--- src/rtl/axi_arb_pkg.sv ---
// axi_arb_pkg: shared types and widths for the AXI RAM arbiter
package axi_arb_pkg;
    localparam int ADDR_W = 32;
    localparam int DATA_W = 64;
    localparam int STRB_W = 8;
    localparam logic ID_M0 = 1'b0;
    localparam logic ID_M1 = 1'b1;
    typedef enum logic [2:0] {S_IDLE, S_AR, S_RWAIT, S_WR, S_B, S_DONE} state_t;
endpackage

--- src/rtl/rr_arbiter2.sv ---
// rr_arbiter2: two-way round-robin arbiter; last_gnt moves only when update is high
module rr_arbiter2
    import axi_arb_pkg::*;
(
    input  logic       clock,
    input  logic       reset,
    input  logic [1:0] req,
    input  logic       update,
    output logic [1:0] gnt
);
    logic last_gnt;
    assign gnt[0] = req[0] & (~req[1] | last_gnt);
    assign gnt[1] = req[1] & (~req[0] | ~last_gnt);
    always_ff @(posedge clock) begin
        if (reset)
            last_gnt <= ID_M1;
        else if (update && |gnt)
            last_gnt <= gnt[1];
    end
endmodule

--- src/rtl/axi_ram_arbiter.sv ---
// axi_ram_arbiter: shares one AXI4 RAM port between fetch (m0) and LSU (m1), with watchdog abort
module axi_ram_arbiter
    import axi_arb_pkg::*;
#(
    parameter int READ_LAT = 1,
    parameter int TIMEOUT  = 1024
) (
    input  logic              clock,
    input  logic              reset,
    input  logic              m0_req,
    input  logic [ADDR_W-1:0] m0_addr,
    output logic              m0_done,
    output logic [DATA_W-1:0] m0_rdata,
    input  logic              m1_req,
    input  logic              m1_wen,
    input  logic [ADDR_W-1:0] m1_addr,
    input  logic [DATA_W-1:0] m1_wdata,
    input  logic [STRB_W-1:0] m1_wstrb,
    output logic              m1_done,
    output logic [DATA_W-1:0] m1_rdata,
    output logic              err,
    output logic [ADDR_W-1:0] ram_awaddr,
    output logic              ram_awvalid,
    input  logic              ram_awready,
    output logic [ADDR_W-1:0] ram_araddr,
    output logic              ram_arvalid,
    input  logic              ram_arready,
    output logic [DATA_W-1:0] ram_wdata,
    output logic [STRB_W-1:0] ram_wstrb,
    output logic              ram_wvalid,
    input  logic              ram_wready,
    input  logic [DATA_W-1:0] ram_rdata,
    input  logic              ram_bvalid
);
    state_t            state, state_n;
    logic              id;
    logic [ADDR_W-1:0] addr;
    logic [DATA_W-1:0] wdata;
    logic [STRB_W-1:0] wstrb;
    logic              aw_done, w_done, abort;
    logic [31:0]       rcnt, wd;
    logic [1:0]        gnt;
    logic              aw_fin, w_fin, rlast, busy, timeout;

    rr_arbiter2 u_arb (
        .clock (clock),
        .reset (reset),
        .req   ({m1_req, m0_req}),
        .update(state == S_IDLE),
        .gnt   (gnt)
    );

    assign aw_fin  = aw_done | ram_awready;
    assign w_fin   = w_done | ram_wready;
    assign rlast   = rcnt == 32'(READ_LAT - 1);
    assign busy    = state inside {S_AR, S_RWAIT, S_WR, S_B};
    assign timeout = (TIMEOUT != 0) && busy && (wd >= 32'(TIMEOUT - 1));

    assign ram_araddr  = addr;
    assign ram_awaddr  = addr;
    assign ram_wdata   = wdata;
    assign ram_wstrb   = wstrb;
    assign ram_arvalid = state == S_AR;
    assign ram_awvalid = state == S_WR && !aw_done;
    assign ram_wvalid  = state == S_WR && !w_done;
    assign m0_done     = state == S_DONE && id == ID_M0;
    assign m1_done     = state == S_DONE && id == ID_M1;
    assign err         = state == S_DONE && abort;

    always_comb begin
        state_n = state;
        case (state)
            S_IDLE:  if (|gnt) state_n = (gnt[1] && m1_wen) ? S_WR : S_AR;
            S_AR:    if (ram_arready) state_n = S_RWAIT;
            S_RWAIT: if (rlast) state_n = S_DONE;
            S_WR:    if (aw_fin && w_fin) state_n = ram_bvalid ? S_DONE : S_B;
            S_B:     if (ram_bvalid) state_n = S_DONE;
            default: state_n = S_IDLE;
        endcase
        if (timeout) state_n = S_DONE;
    end

    always_ff @(posedge clock) begin
        if (reset) begin
            state    <= S_IDLE;
            id       <= ID_M1;
            addr     <= '0;
            wdata    <= '0;
            wstrb    <= '0;
            aw_done  <= 1'b0;
            w_done   <= 1'b0;
            abort    <= 1'b0;
            rcnt     <= '0;
            wd       <= '0;
            m0_rdata <= '0;
            m1_rdata <= '0;
        end else begin
            state <= state_n;
            // watchdog saturates at all-ones instead of wrapping
            wd <= (state == S_IDLE) ? '0 : wd + {31'b0, ~&wd};
            if (state == S_IDLE) begin
                id      <= gnt[1];
                addr    <= gnt[1] ? m1_addr : m0_addr;
                wdata   <= m1_wdata;
                wstrb   <= m1_wstrb;
                aw_done <= 1'b0;
                w_done  <= 1'b0;
                abort   <= 1'b0;
                rcnt    <= '0;
            end
            if (state == S_WR) begin
                aw_done <= aw_fin;
                w_done  <= w_fin;
            end
            if (state == S_RWAIT) rcnt <= rcnt + 32'd1;
            if (state == S_RWAIT && rlast) begin
                if (id) m1_rdata <= ram_rdata;
                else    m0_rdata <= ram_rdata;
            end
            if (timeout) begin
                abort <= 1'b1;
                if (id) m1_rdata <= '0;
                else    m0_rdata <= '0;
            end
        end
    end
endmodule
--- config.mk ---
export PLATFORM = sky130hd
export DESIGN_NAME = axi_ram_arbiter
export DESIGN_NICKNAME = d
export VERILOG_FILES = /design/src/rtl/axi_arb_pkg.sv /design/src/rtl/rr_arbiter2.sv /design/src/rtl/axi_ram_arbiter.sv
export SDC_FILE = /design/constraint.sdc
export NUM_CORES = 1
export LEC_CHECK = 0
export ABC_AREA = 1
export CORE_UTILIZATION = 45
export DETAILED_ROUTE_END_ITERATION = 8
export MAX_ROUTING_LAYER = met4
export PLACE_DENSITY_LB_ADDON = 0.15
export SLEW_MARGIN = 30
export SYNTH_ARGS = -nofsm -noshare
export SYNTH_HDL_FRONTEND = slang
export SYNTH_SLANG_ARGS = --single-unit
--- constraint.sdc ---
create_clock -name clock -period 5.06 [get_ports clock]
set_clock_uncertainty 0.05 [all_clocks]
set_input_delay 1.012 -clock clock [delete_from_list [all_inputs] [get_ports clock]]
set_output_delay 1.012 -clock clock [all_outputs]
set_load 0.02 [all_outputs]
* After elaboration in Yosys (flattened, before gate mapping)
Index checks and enable logic that the tools add are counted.
Word-level totals: output and inout bits 270, input bits 209, flip-flop bits (word level) 304, word-level logic and storage cells 91
Cells by class: bitwise gates (word level) 10, reduce and logical (&&, ||, !) cells 25, equal/unequal tests 15, add/subtract/negate cells 2, multiplexer cells 24, $lt $le $gt $ge 1
Operators with widths (number):
- 2-to-1 mux 64 bit | 8
- 2-to-1 mux 32 bit | 3
- adder 32 x 1 -> 32 bit | 1
- adder 32 x 1 -> 32 bit (second input constant) | 1
- >= comparator 32 x 10 -> 1 bit (second input constant) | 1
- logical NOT 32 bit | 1
- AND reduction 32 bit | 1
- 2-to-1 mux 3 bit | 6
- one-hot mux 3 bit (5 select lines) | 1
- logical AND 1 bit | 10
- AND reduction 5 bit | 2
- inequality test 3 bit (second input constant) | 3
- == test 3 x 2 -> 1 bit (second input constant) | 2
- == test 3 bit (second input constant) | 2
- inequality test 2 bit (second input constant) | 3
- nonzero test 2 bit | 3
- OR reduction 2 bit | 3
- 2-to-1 mux 1 bit | 5
- inequality test 2 x 1 -> 1 bit (second input constant) | 2
- inverter 1 bit | 4
- bitwise OR 1 bit | 4
- nonzero test 4 bit | 1
- == test 3 x 1 -> 1 bit (second input constant) | 1
- logical NOT 1 bit | 3
- other kinds (5) | 6

* Longest topological paths before layout
Gate-level depths: netlist (run 1).
word-level depth 8, depth in mapped cells 18

* By module
A second synthesis (run 1) with hierarchy kept.
Unflattened totals: cells, all modules 2036, area total of the unflattened synthesis 14117.3 um2
By module, submodules not included:
- axi_ram_arbiter | seq. area each 6065.8 um2, instances 1, cells an instance 2027, area an instance 14057.2 um2
- rr_arbiter2 | seq. area each 20.0 um2, instances 1, cells an instance 9, area an instance 60.1 um2

* Worst setup path before layout (run 1)
No wires, ideal clock.
kind flip-flop to output port, start register id, end output m1_done, path slack 2.700 ns, arrival time 1.298 ns, cell stages (with the launch flop) 6, path buffers 3, cell sequence dfxtp_1 > clkbuf_1 > inv_1 > clkbuf_1 > buf_1 > nor2_1
Between the ends: word-level cells in the longest chain between the ends 1
Ends and longest elaborated chain:
- from (decl) | RTL line axi_ram_arbiter.sv:36 | logic id;
- from (signal assigned) | RTL line axi_ram_arbiter.sv:102 | id <= gnt[1];
- logical AND 1 bit | RTL line axi_ram_arbiter.sv:67 | assign m1_done = state == S_DONE && id == ID_M1;
- to (decl) | RTL line axi_ram_arbiter.sv:19 | output logic m1_done,
No other way between the ends.

* Final worst setup path (run 1)
start register state[0], end output ram_wvalid
Between the ends: word-level cells in the longest chain between the ends 2
Ends and longest elaborated chain:
- from (decl) | RTL line axi_ram_arbiter.sv:35 | state_t state, state_n;
- from (signal assigned) | RTL line axi_ram_arbiter.sv:98 | state <= state_n;
- == test 3 x 2 -> 1 bit | RTL line axi_ram_arbiter.sv:65 | assign ram_wvalid = state == S_WR && !w_done;
- logical AND 1 bit | RTL line axi_ram_arbiter.sv:65
- to (decl) | RTL line axi_ram_arbiter.sv:30 | output logic ram_wvalid,
No other way between the ends.

==> results, run 1 <==
- The arrival time of data at the critical path endpoint is 2.22 ns.
- The final cell utilization of the core is 0.621.
- The routed design has 59.9 mm of wire.
- The type of the worst min-delay path is reg2reg.
- The wire length on met1 is 25.4 mm.
- The startpoint identified for the worst register-to-register timing path is state[0].
- Counting tap cells, the placed design contains a total of 3389 instances.
- Dividing the detail-routed wire length by the instance count gives 17.3 um.
- The static leakage is 8.94 nW.
- In this run the clock root is driven by a sky130_fd_sc_hd__clkbuf_16.
- In this run the worst path has a maximum fanout of 7.
- The max-cap violation count is 0.
- Yosys printed 0 warnings.
- The run finished with clean final reports.
- The global-route wire length before repair is 91.0 mm.
- The cell area power density is 510 nW/um^2.
- The total track usage is 0.323.
- Counting every sink on the clock net gives 304.
- The share of the yosys chip area belonging to registers is 0.375.
- For the final routed database, the setup TNS stands at 0 ns.
- Yosys mapped a number of flops with a built-in enable equal to 0.
- Setup repair after global routing left no endpoint under its margin.
- The average instance in the mapped netlist occupies 6.16 sq um.
- The biggest area contributor in the post-synthesis netlist is sky130_fd_sc_hd__dfxtp_1.
- The final number of hold-violating endpoints is 0.
- In the final layout, the share of cells above drive strength 1 is 0.0377.
- The vertical extent of the die is 192 um.
- The HPWL after detailed placement is 41.1 mm.
- The quantity of gates resized following cts is 0.
- The quantity of hold-fixing buffers added after cts is 0.
- The leading register cell type out of synthesis is sky130_fd_sc_hd__dfxtp_1.
- The H-tree was split into 2 levels.
- The top-level I/O count is 479.
- The first-pass iteration count of the detailed router is 7.
- The flip-flop and latch count after synthesis is 304.
- From left edge to right edge, the die measures 192 um.
- After clock tree synthesis, the clock-pin slew on the worst setup and hold paths is 0.06 ns.
- In this run, CTS created clock tree buffers numbering 36.
- Headroom to the max-slew limit came out at 0.354.
- The met3 routed wirelength is 3.80 mm.
- For this block, the initial DRC count from the detailed router was 1375.
- The filler cells instantiated in the layout total 3403.
- The highest routed metal layer is met4.
- The proportion of synthesized flip-flops having asynchronous set or reset is 0.
- The weighted congestion reported at the end of routability-driven placement is 0.962.
- The share of the cycle needed by the critical path after routing is 0.648.
- The die covers 36800 sq um.
- The floorplan has 69 rows.
- The count of unresolved DRC violations after routing is 0.
- The area share of the largest cell type after synthesis is 0.375.
- The number of antenna violations at the first check in global routing is 9.
- The largest net degree at the start of global routing is 250.
- Tracing the worst setup path back leads to its startpoint at state[0].
- After layout, the minimum clock period comes to 3.28 ns.
- The vias per cell is 5.18.
- The termination of the worst setup path is ram_wvalid.
- The count of antenna-violating nets left after detailed routing is 0.
- The worst setup path is launched from a flop.
- Timing would allow up to 0.305 GHz.
- The number of max-slew violations in the final report is 0.
- At the worst endpoint, the required time is 4.00 ns.
- For this run the aggregate overflow at the end of global routing stands at 0.
- After detailed routing, the met2 layer carries 28.4 mm of wire.
- For the pin with the worst max-slew slack, the measured transition is 0.968 ns.
- The via count of the first global-routing pass is 16300.
- The initial utilization of the core area, before any placement, comes to 0.456.
- Measured in cells, the most critical reg-to-reg path has a length of 10.
- In the synthesized netlist, the cells that appear most often are sky130_fd_sc_hd__nor2_1, sky130_fd_sc_hd__nand2_1, sky130_fd_sc_hd__dfxtp_1.
- The final standard cell area without fillers is 22100 sq um.
- In this run the cell area of the synthesized design comes to 16200 sq um.
- No sink is reached through more buffers than the 3 on the longest clock path.
- The critical path class is reg2out.
- The insertion delay to the later sink of the worst-skew pair is 0.53 ns.
- Across the VDD grid, the largest voltage drop is 0.413 mV.
- The number of nets in the synthesized netlist is 2849.
- The setup slack of the most critical reg-to-reg path is 2.01 ns.
- TritonCTS built the clock tree.
- The unique cell type count in the Yosys netlist is 36.
- The most instantiated library cell after synthesis is sky130_fd_sc_hd__nor2_1.
- Yosys attributes the largest share of cell area to sky130_fd_sc_hd__dfxtp_1, sky130_fd_sc_hd__nor2_1, sky130_fd_sc_hd__nand2_1.
- The non-filler instance count after layout is 3467.
- Once placement finished, the instance area stood at 20800 sq um.
- The core outline area is 35600 sq um.
- The worst setup path is captured at an output pin.
- The routed layout has 18000 vias.
- The post-synthesis to final-layout area growth is 36.0%.
- The net count of the finished layout is 3180.
- The gate count of the mapped netlist is 2636.
- Once the clock tree was built, the setup fixing pass inserted 0 buffers.
- The setup-violating endpoint count in the final report is 0.
- In this run the tool buffered the top-level ports with 478 buffer cells.
-- worst min path at each step --
stage                               from              to  slack, ns  cells after the start
final                     u_arb.last_gnt  u_arb.last_gnt       0.43                      2
after global routing                flop            flop       0.45                      2
after CTS                           flop            flop       0.42                      2
after detailed placement            flop            flop       0.42                      2
after global placement             wd[7]           wd[7]       0.41                      1
after floorplan           u_arb.last_gnt  u_arb.last_gnt       0.37                      2
-- metrics by stage --
step / power [mW] / hold slack [ns] / setup slack, ns
floorplan: 6.49 / 0.368 / 2.70
detailed placement: 8.61 / 0.416 / 2.03
global route: 11.8 / 0.450 / 1.67
CTS: 11.3 / 0.425 / 1.76
global placement: 8.51 / 0.406 / 1.83
finish: 11.2 / 0.425 / 1.78
-- critical path, stage by stage, from the launching register on --
cell and delay [ns]:
sky130_fd_sc_hd__dfxtp_1 0.49, sky130_fd_sc_hd__inv_1 0.07, sky130_fd_sc_hd__nor2_1 0.30, sky130_fd_sc_hd__inv_1 0.10, sky130_fd_sc_hd__nor2_1 0.10, sky130_fd_sc_hd__clkdlybuf4s50_1 0.64
-- cell families after synthesis --
| group | share of synthesized area |
|---|---|
| AO/OA/AOI/OAI | 0.0848 |
| adder cells (fa/ha/maj) | 0.00308 |
| buffers and inverters | 0.111 |
| AND/OR/NAND/NOR | 0.420 |
| XOR/XNOR | 0.00648 |
| flip-flops | 0.375 |
-- layer usage --
metal,vias to the layer above,global-route usage
met1,8175,0.406
met2,687,0.519
met4,0,0.133
li1,8981,-
met5,-,-
met3,119,0.0435
-- area by class of cell --
class                           count  area (sq um)  area share
Clock inverter                     12           143     0.00646
Sequential cell                   304          6090       0.276
Timing Repair Buffer              500          5020       0.227
Multi-Input combinational cell   1916          8390       0.380
Clock buffer                       53          1040      0.0469
Antenna cell                       12          30.0     0.00136
Tap cell                          461           577      0.0261
Inverter                          209           787      0.0357
-- placed cells by master (no fill, tap or decap), drive strengths merged --
cell           synthesis  layout
a211oi                 2       2
a21oi                115     115
a31oi                  1       1
buf                  102      23
bufinv                 0       3
clkbuf               105      53
clkdlybuf4s50          0     477
clkinv                 0       7
dfxtp                304     304
diode                  0      12
ha                     4       4
inv                  209     211
nand2                485     485
nand3                247     247
nand3b                 4       4
nand4                 73      73
nor2                 797     797
nor3                  27      27
nor3b                  4       4
nor4                   3       3
o211ai                 1       1
o21a                   3       3
o21ai                 99      99
o21bai                 1       1
o22ai                  1       1
o31ai                 32      32
or2                    5       5
xnor2                  1       1
xor2                  11      11
-- report_power, final --
| group | switching [mW] | leakage (nW) | internal, mW |
|---|---|---|---|
| clock | 1.06 | 0.584 | 1.58 |
| combinational | 3.26 | 5.88 | 1.91 |
| sequential | 0.476 | 2.48 | 2.97 |
| total | 4.79 | 8.94 | 6.46 |
Note: power is estimated with default switching activity, not from simulation.
==> run 2, diff against run 1 <==
CORE_UTILIZATION = 44   (was 45)
clock period = 2.95 ns   (was 5.06 ns; I/O delays follow)
==> run 2 against run 1 <==
Net effect:
- combinational power rose by 76%
- register-to-register slack got worse by 1.7 ns
- clock power increased by 76%
==> results, run 2 (synthesized netlist as in run 1, its figures left out) <==
- The HPWL after detailed placement is 41.6 mm (+1.2%).
- The length in cells of the worst reg-to-reg path is 15 (+5).
- The final number of hold-violating endpoints is 0 (unchanged).
- The insertion delay to the later sink of the worst-skew pair was 0.53 ns (about the same).
- The quantity of gates resized following cts is 0 (unchanged).
- The share of the cycle needed by the critical path after routing is 0.959.
- The tightest slew margin relative to the limit is 0.426 (+0.0711).
- The power share of the clock group is 0.236 (+0.002).
- The net switching fraction of the power is 0.426 (about the same).
- The timing-limited maximum frequency is 0.354 GHz.
- The core outline area is 35900 sq um (+0.97%).
- The combinational share of power is 0.464 (+0.004).
- The net switching power is 8.33 mW (+74%).
- The vias per cell is 5.20 (+0.34%).
- The final-layout worst hold slack is 0.415 ns (-0.0103 ns).
- Setup repair after global routing left no endpoint under its margin.
- The flow ran to the end, and the final reports show no timing, DRC or antenna violations.
- The net count of the finished layout is 3189 (+0.28%).
- STA classifies the critical path endpoint as an output pin.
- In the layout the commonest cells are sky130_fd_sc_hd__nor2_1, sky130_fd_sc_hd__nand2_1, sky130_fd_sc_hd__clkdlybuf4s50_1, sky130_fd_sc_hd__dfxtp_1, sky130_fd_sc_hd__nand3_1.
- The via count of the first global-routing pass is 16900 (+3.9%).
- The setup slack of the most critical reg-to-reg path came to 0.34 ns (-1.67 ns).
- The leading cell type in the layout, fill and taps excluded is sky130_fd_sc_hd__nor2_1.
- The number of buffers inserted by port buffering is 478 (unchanged).
- The required time at the endpoint of the critical path was 2.31 ns (-1.69 ns).
- The critical path startpoint category is a flop.
- The initial core utilization was 0.452 (-0.00439).
- The final setup TNS was 0 ns (unchanged).
- The count of antenna-violating nets left after detailed routing is 0 (unchanged).
- The post-CTS clock slew at the launch and capture registers of the worst setup and hold paths is 0.06 ns (about the same).
- The setup-violating endpoint count in the final report is 0 (unchanged).
- The first-pass iteration count of the detailed router is 6 (-1).
- The H-tree depth is 2 (unchanged).
- The min-delay analysis places its worst path in the category reg2reg.
- By startpoint and endpoint, the worst setup path is classified as reg2out.
- The vertical extent of the die is 194 um (+1.1%).
- The clock buffer count from CTS was 37 (+2.8%).
- The number of antenna violations at the first check in global routing is 8 (-1).
- The count of unresolved DRC violations after routing is 0 (unchanged).
- The tree is rooted in a sky130_fd_sc_hd__clkbuf_16.
- The portion of total power attributed to sequential cells is 0.299 (-0.007).
- The internal power summed over all cells is 11.2 mW (+74%).
- The filler cell count is 3412 (+0.26%).
- The fraction of layout cells with a size suffix above 1 is 0.0420 (+0.00427).
- The global-route wire length before repair is 94.4 mm (+3.8%).
- The number of max-slew violations in the final report was 0 (unchanged).
- The max-cap violation count is 0 (unchanged).
- The weighted congestion reported at the end of routability-driven placement is 0.933 (-3.0%).
- The cell area power density is 882 nW/um^2 (+73%).
- The number of design-rule violations left by the first detailed-router iteration is 1469 (+6.8%).
- The reg-to-reg startpoint is wd[15].
- The quantity of hold-fixing buffers added after cts is 0 (unchanged).
- The maximum clock path buffer count is 3 (unchanged).
- The die area is 37700 sq um (+2.2%).
- The pin slew with the least headroom to its limit is 0.862 ns (-0.107 ns).
- The horizontal extent of the die is 194 um (+1.1%).
- The routed length per placed instance is 17.3 um (+0.35%).
- TritonCTS built the clock tree.
- The footprint of the multi-input gates is 8390 sq um (about the same).
- The worst supply voltage drop on vdd was 0.662 mV (+61%).
- The routed design could run at a clock period as short as 2.83 ns.
- The maximum fanout count along the critical path came to 5 (-2).
- The TritonCTS sink count was 304 (unchanged).
- The final wirelength is 60.1 mm (+0.35%).
- The area taken by flip-flops and latches is 6090 sq um (about the same).
- The post-CTS setup buffer count is 0 (unchanged).
- The hold-critical path depth is 2 (unchanged).
- Compared with the post-synthesis result, the final layout area differs by 36.7%.
- The endpoint identified for the worst register-to-register timing path is wd[24].
- The static leakage is 9.00 nW (+0.66%).
- The endpoint of the worst hold path is u_arb.last_gnt.
- The top-level I/O count was 479 (unchanged).
- The via count of the routed design was 18000 (+0.34%).
- The cell area after placement is 20900 sq um (+0.47%).
- The cell row count is 69 (unchanged).
- The arrival time of data at the critical path endpoint is 2.19 ns (-0.03 ns).
- The overall overflow remaining after global route came to 0 (unchanged).
- The largest net degree at the start of global routing came to 193 (-23%).
- The overall power after layout is 19.6 mW (+74%).
- The final standard cell area without fillers is 22200 sq um (+0.50%).
- The total track usage came to 0.321 (-0.00200).
- The hold path startpoint is u_arb.last_gnt.
==> run 2: cell types whose count changed in the layout (fill, tap and decap cells not counted), sizes merged <==
| cell | change |
|---|---|
| buf | +8 |
| bufinv | -1 |
| clkbuf | +1 |
| clkinv | -3 |
| clkinvlp | +1 |
| diode | -5 |
| inv | -1 |
==> run 2: worst max-delay path by stage <==
stage,end,depth (start not counted),startpoint,slack [ns]
floorplan,wd[28],16,wd[15],0.61
global placement,wd[28],17,wd[24],0.32
detailed placement,wd[28],17,wd[24],0.28
CTS,ram_wvalid,6,state[2],0.02
global route,ram_wvalid,6,state[2],0.005
finish,ram_wvalid,6,state[2],0.12
==> run 2: cell type report <==
type / instances / share of cell area
diodes: 7 / 0.000790
clock buffers: 54 / 0.0506
clock inverters: 8 / 0.00434
inverters: 209 / 0.0355
multi-input cells: 1916 / 0.378
flip-flops and latches: 304 / 0.275
well taps: 461 / 0.0260
repair buffers: 508 / 0.230
==> run 2: power groups by stage <==
stage	Clock [mW]	Combinational (mW)	Sequential, mW
2_1_floorplan	0	4.31	6.82
3_3_place_gp	0	8.94	5.88
3_5_place_dp	0	9.03	5.91
4_1_cts	4.70	9.07	5.85
5_1_grt	4.84	9.76	5.96
6_report	4.62	9.08	5.86
==> run 2: stage by stage <==
step	util	cells	worst slack [ns]
2_1_floorplan	-	2636	0.612
3_3_place_gp	0.583	3398	0.321
3_5_place_dp	0.583	3398	0.279
4_1_cts	0.617	3460	0.0246
5_1_grt	0.618	3467	0.00478
6_report	0.618	3467	0.121
==> run 2: routing by layer <==
layer,vias to the layer above,share of wire,GRT usage
met4,0,0.040,0.131
met1,8221,0.42,0.397
met2,686,0.47,0.516
li1,8991,-,-
met5,-,0,-
met3,125,0.068,0.0548
==> run 2: worst max-delay path, cell delays in order, from the launching register on <==
cell and delay, ns:
sky130_fd_sc_hd__dfxtp_1 0.36, sky130_fd_sc_hd__inv_2 0.09, sky130_fd_sc_hd__nand2_1 0.12, sky130_fd_sc_hd__nor2_2 0.21, sky130_fd_sc_hd__inv_1 0.08, sky130_fd_sc_hd__nor2_1 0.15
sky130_fd_sc_hd__clkdlybuf4s50_1 0.65
